`config.mk`:
```
export PLATFORM = sky130hd
export DESIGN_NAME = i2s_rx
export DESIGN_NICKNAME = d
export VERILOG_FILES = /design/src/rtl/i2s_rx.sv
export SDC_FILE = /design/constraint.sdc
export NUM_CORES = 1
export LEC_CHECK = 0
export BUFFER_PORTS_ARGS = -buffer_cell sky130_fd_sc_hd__buf_2
export CAP_MARGIN = 10
export CORE_AREA = 2 2 88 90
export CTS_CLUSTER_SIZE = 28
export DETAILED_ROUTE_END_ITERATION = 16
export DIE_AREA = 0 0 90 92
export GPL_TIMING_DRIVEN = 0
export MAX_ROUTING_LAYER = met4
export PLACE_DENSITY = 0.78
export SLEW_MARGIN = 20
export SYNTH_ARGS = -nofsm -noshare
export SYNTH_HDL_FRONTEND = slang
export SYNTH_SLANG_ARGS = --single-unit
```
`constraint.sdc`:
```
create_clock -name clk -period 4.5 [get_ports clk]
set_input_delay 0.45 -clock clk [delete_from_list [all_inputs] [get_ports clk]]
set_output_delay 0.45 -clock clk [all_outputs]
set_load 0.01 [all_outputs]
```
`src/rtl/i2s_rx.sv`:
```
// I2S receiver: samples bck/lrck/din from an asynchronous bit clock in the clk domain and
// emits left/right sample pairs, flagging short and overlong slots.
module i2s_rx #(
  parameter int unsigned SAMPLE_BITS = 16,
  parameter int unsigned I2S_DELAY   = 1,
  parameter int unsigned MAX_SLOT    = 32
) (
  input  logic                   clk,
  input  logic                   rst,
  input  logic                   bck,
  input  logic                   lrck,
  input  logic                   din,
  output logic [SAMPLE_BITS-1:0] left,
  output logic [SAMPLE_BITS-1:0] right,
  output logic                   sample_valid,
  output logic                   frame_err
);

  localparam int unsigned CW        = $clog2(MAX_SLOT + 1);
  localparam logic [CW-1:0] LastBit = CW'(I2S_DELAY + SAMPLE_BITS - 1);
  localparam logic [CW-1:0] MaxCnt  = CW'(MAX_SLOT);
  localparam int FirstBitI          = int'(I2S_DELAY);
  localparam int LastBitI           = int'(I2S_DELAY + SAMPLE_BITS - 1);

  typedef enum logic [1:0] {StSync, StLeft, StRight} state_e;

  logic [1:0]             bck_sync, lrck_sync, din_sync;
  logic                   bck_prev;
  logic                   bck_rise;
  logic                   smp_valid, smp_lrck, smp_din;
  logic                   lrck_prev_q;
  logic [CW-1:0]          bit_cnt_q, cnt_d;
  logic [SAMPLE_BITS-1:0] shift_q, left_hold_q, word;
  logic                   left_ready_q;
  state_e                 state_q, state_d;
  logic                   change, in_frame, short_slot, long_slot, capture, word_done;
  int                     cnt_i;

  assign bck_rise = bck_sync[1] & ~bck_prev;

  always_comb begin
    change = smp_lrck != lrck_prev_q;
    if (change) begin
      cnt_d = '0;
    end else if (bit_cnt_q == MaxCnt) begin
      cnt_d = MaxCnt;
    end else begin
      cnt_d = bit_cnt_q + CW'(1);
    end
    in_frame   = state_q != StSync;
    // The old slot ended before its last data bit arrived.
    short_slot = in_frame && change && (bit_cnt_q < LastBit);
    long_slot  = in_frame && !change && (cnt_d == MaxCnt) && (bit_cnt_q != MaxCnt);
    state_d = state_q;
    if (long_slot) begin
      state_d = StSync;
    end else if (change) begin
      if (!smp_lrck) begin
        state_d = StLeft;
      end else if (in_frame) begin
        state_d = StRight;
      end
    end
    cnt_i     = int'(cnt_d);
    capture   = (state_d != StSync) && (cnt_i >= FirstBitI) && (cnt_i <= LastBitI);
    word      = {shift_q[SAMPLE_BITS-2:0], smp_din};
    word_done = capture && (cnt_d == LastBit);
  end

  always_ff @(posedge clk) begin
    if (rst) begin
      bck_sync     <= '0;
      lrck_sync    <= '0;
      din_sync     <= '0;
      bck_prev     <= 1'b0;
      smp_valid    <= 1'b0;
      smp_lrck     <= 1'b0;
      smp_din      <= 1'b0;
      lrck_prev_q  <= 1'b1;
      bit_cnt_q    <= '0;
      shift_q      <= '0;
      left_hold_q  <= '0;
      left_ready_q <= 1'b0;
      state_q      <= StSync;
      left         <= '0;
      right        <= '0;
      sample_valid <= 1'b0;
      frame_err    <= 1'b0;
    end else begin
      bck_sync     <= {bck_sync[0], bck};
      lrck_sync    <= {lrck_sync[0], lrck};
      din_sync     <= {din_sync[0], din};
      bck_prev     <= bck_sync[1];
      smp_valid    <= bck_rise;
      smp_lrck     <= lrck_sync[1];
      smp_din      <= din_sync[1];
      sample_valid <= 1'b0;
      frame_err    <= 1'b0;
      if (smp_valid) begin
        lrck_prev_q <= smp_lrck;
        bit_cnt_q   <= cnt_d;
        state_q     <= state_d;
        frame_err   <= short_slot | long_slot;
        if (capture) begin
          shift_q <= word;
        end
        // A pair is only valid when the left word came from the slot just before.
        if (short_slot || long_slot || state_d == StSync || (change && state_d == StLeft)) begin
          left_ready_q <= 1'b0;
        end
        if (word_done && state_d == StLeft) begin
          left_hold_q  <= word;
          left_ready_q <= 1'b1;
        end
        if (word_done && state_d == StRight && left_ready_q) begin
          left         <= left_hold_q;
          right        <= word;
          sample_valid <= 1'b1;
          left_ready_q <= 1'b0;
        end
      end
    end
  end

endmodule

```
==> impl_metrics.csv <==
group,metric,value,unit
power_and_ir_drop,p_total,1.36,mW
timing,fin_skew,0.0158,ns
synth,synthesis.area,0.00359,sq mm
grt,first_global_vias,2899,
power_and_ir_drop,static-leakage-power,1.47,nW
grt,grt_start_max_net_pins,17,
timing,timing_hold_violations_final,0,
die,io_pins,39,
route,routed-via-count,3087,
finish,fin_nets,449,
cts,later_pin_clock_latency_in_the_skew_report,0.37,ns
die,die_h,92,um
min_path,hp-class,"input pin to register",
die,floorplan.initialDensity,0.482,
setup_path,cp_max_fo,10,
synth,synth.avg_cell_area,9.13,sq um
setup_path,rr_endpoint,"shift_q[12]",
cts,post_cts_buffers,0,
route,detail_route.drc_violations,0,
setup_path,critical_path.cell_chain,"inv_1 > ha_1 > and4b_4 > a22oi_1 > o211ai_1 > a2111oi_4 > buf_6 > mux2i_1",
route,firstDrtPassIters,5,
placement,gpl.final_weighted_congestion,0.918,
timing,timing.final.crit_share,0.611,
placement,dpl-instance-area,0.00391,sq mm
timing,grt_setup_unrepaired,"no",
setup_path,critPathTopFamily,"compound AO/OA/AOI/OAI gates",
die,dieArea,0.00828,sq mm
die,chipWidth,90,um
finish,post_route_cells_drive_above_1_share,0.195,
setup_path,critical_path_buf_inv_count,2,
setup_path,worstSetupStartpoint,"bit_cnt_q[0]",
synth,synth_enable_flop_cells,0,
setup_path,crit_path_end,"shift_q[12]",
setup_path,cp_slowest_stage_delay,0.66,ns
placement,place.detailed.hpwl,5890,um
grt,initial_antenna_violation_count,0,
setup_path,slowest_cp_cell,"sky130_fd_sc_hd__a2111oi_4",
setup_path,worst-path-stages,8,
synth,yosysSeqAreaShare,0.474,
finish,final_design_area_no_fill,0.00411,sq mm
setup_path,worst_r2r_path_depth,8,
grt,grt_pass1_wl,13900,um
synth,synth.ff_latch_count,85,
route,final_ant_viol_nets,0,
timing,timing.setup.tns,0,ns
cts,clock-sinks,85,
setup_path,worstReg2RegStart,"bit_cnt_q[0]",
min_path,holdCritStartpoint,"din",
setup_path,start_kind,"register",
cts,clock_tree.buffer_depth,2,
setup_path,timing.critical_path.to_type,"register",
synth,postSynth.asyncResetShare,0,
route,drt_iter0_drc,218,
synth,synthesis.instances,393,
synth,number_of_nets_in_the_synthesized_netlist,400,
timing,period_minus_slack,2.75,ns
route,average_via_count_per_standard_cell,5.62,
setup_path,worst_ep_arrival_time,3.04,ns
timing,worstMarginPinSlew,0.683,ns
route,wl_per_cell,15.1,um
timing,maxSlewHeadroom,0.544,
setup_path,timing.setup.critical_path_class,"register to register",
power_and_ir_drop,vdd_ir_drop_max,158,uV
cts,h_tree_lvl_count,3,
flow_run,maxCapViolations,0,
cts,cts.reportedPaths.clkPinSlew,0.09,ns
power_and_ir_drop,power_density,330,mW/mm^2
die,placementRows,32,
finish,utilization,0.552,
cts,cts-root-buf,"sky130_fd_sc_hd__clkbuf_8",
setup_path,worstPathRequired,4.79,ns
grt,grt_overflow_total,0,
cts,cts_buffers,9,
route,detail_route.wirelength,8310,um
cts,tritoncts_clock_tree,"built",
placement,place.port_buffers,38,
grt,grt_util_all_layers,0.217,
finish,antenna_cells_inserted,0,
synth,yosys_warnings,0,
timing,maxSlewViolCount,0,
cts,cts.hold.buffers_added,0,
cts,cts_resized,0,
setup_path,r2r_slack,1.75,ns
synth,synth_flop_cell,"sky130_fd_sc_hd__dfxtp_1",
timing,maxClockFrequency,364,MHz
synth,netlist-cell-type-count,57,
outcome,result_of_the_run,"completed",
die,coreArea,0.00745,sq mm
finish,areaGrowthSynthToFinish,14.5,%
timing,finalSetupViolations,0,
==> worst min path at each step <==
stage          slack [ns]  depth (start not counted)      endpoint
3_3_place_gp         0.37                          1     smp_valid
4_1_cts              0.29                          2   din_sync[0]
6_report             0.29                          2   din_sync[0]
5_1_grt              0.31                          2  lrck_sync[0]
2_1_floorplan        0.37                          1     smp_valid
3_5_place_dp         0.38                          1     smp_valid
==> metrics by stage <==
step / setup WS [ns] / hold slack, ns / cells
global route: 1.59 / 0.308 / 549
CTS: 1.75 / 0.288 / 549
detailed placement: 1.76 / 0.378 / 533
finish: 1.75 / 0.295 / 549
global placement: 1.85 / 0.373 / 533
floorplan: 2.13 / 0.367 / 393
==> worst reg2reg max path: cells and delay by family, from the launching register on <==
kind                       cells  cell delay [ns]
and+or+nand+nor                1             0.23
DFF                            1             0.44
AOI/OAI and AO/OA              3             1.09
buffers and inverters          2             0.35
muxes                          1             0.20
adders and majority gates      1             0.37
==> layout make-up <==
cell class              count  area, sq um
clock buffers               9          124
well taps                 102          128
clock inverters             7         80.1
multi-input cells         265         1670
inverters                   7         26.3
fillers                   703         3340
flip-flops and latches     85         1700
repair buffers             38          190
plain buffers              36          186
==> where the power goes <==
part | internal, mW | switching (mW) | leakage [nW]
sequential | 0.756 | 0.00179 | 0.686
clock | 0.264 | 0.292 | 0.102
combinational | 0.0137 | 0.0279 | 0.677
total | 1.03 | 0.322 | 1.47
==> flip-flops by register name (all words and copies together), names as in the netlist <==
register and flops:
left_ready_q 1, sample_valid 1, bck_sync 2, bit_cnt_q 6, right 16, left 16
smp_valid 1, smp_din 1, lrck_prev_q 1, bck_prev 1, state_q 2, shift_q 15
frame_err 1, din_sync 2, lrck_sync 2, smp_lrck 1, left_hold_q 16
==> cell families after synthesis <==
group | share of synthesized area
AOI/OAI and AO/OA | 0.203
xor gates and xnor gates | 0.0195
adders and majority gates | 0.00697
buffers and inverters | 0.0593
DFF | 0.474
muxes | 0.0418
and+or+nand+nor | 0.196
==> cells in the mapped netlist, types with 2 or more instances <==
| cell type | number | share of area |
|---|---|---|
| sky130_fd_sc_hd__o2111ai_1 | 2 | 0.0049 |
| sky130_fd_sc_hd__dfxtp_1 | 85 | 0.47 |
| sky130_fd_sc_hd__buf_6 | 3 | 0.0094 |
| sky130_fd_sc_hd__a21oi_1 | 53 | 0.074 |
| sky130_fd_sc_hd__a211oi_1 | 2 | 0.0042 |
| sky130_fd_sc_hd__mux2i_1 | 15 | 0.042 |
| sky130_fd_sc_hd__clkbuf_1 | 24 | 0.025 |
| sky130_fd_sc_hd__a22oi_1 | 3 | 0.0063 |
| sky130_fd_sc_hd__nor2_1 | 10 | 0.010 |
| sky130_fd_sc_hd__xnor2_1 | 2 | 0.0049 |
| sky130_fd_sc_hd__inv_1 | 7 | 0.0073 |
| sky130_fd_sc_hd__nor2b_1 | 12 | 0.021 |
| sky130_fd_sc_hd__or2b_2 | 9 | 0.022 |
| sky130_fd_sc_hd__nand3_1 | 53 | 0.074 |
| sky130_fd_sc_hd__and3_1 | 2 | 0.0035 |
| sky130_fd_sc_hd__buf_2 | 6 | 0.0084 |
| sky130_fd_sc_hd__o22ai_1 | 2 | 0.0035 |
| sky130_fd_sc_hd__nand2_1 | 6 | 0.0063 |
| sky130_fd_sc_hd__clkbuf_8 | 2 | 0.0077 |
| sky130_fd_sc_hd__nand2b_1 | 5 | 0.0087 |
| sky130_fd_sc_hd__ha_1 | 2 | 0.0070 |
| sky130_fd_sc_hd__o21ai_0 | 40 | 0.056 |
| sky130_fd_sc_hd__o21ai_1 | 11 | 0.015 |
| sky130_fd_sc_hd__nand3_2 | 2 | 0.0056 |
| sky130_fd_sc_hd__or2b_1 | 2 | 0.0042 |
| sky130_fd_sc_hd__nor4b_2 | 2 | 0.0084 |
==> cell usage in the layout (no fill, tap or decap), drive strengths merged, types with 11 or more instances in the layout <==
cell and count:
a21oi 53, buf 47, clkbuf 36, dfxtp 85
mux2i 15, nand3 55, nor2b 12, o21ai 51
or2b 11
==> routing by layer <==
layer | track usage | share of wire | routed length (um) | vias up
met4 | 0.103 | 0.024 | 201 | 0
met1 | 0.279 | 0.47 | 3890 | 1463
li1 | - | - | - | 1500
met3 | 0.0362 | 0.051 | 424 | 20
met5 | - | 0 | 0 | -
met2 | 0.335 | 0.46 | 3800 | 104
No activity file was read; power rests on OpenSTA's default activity.
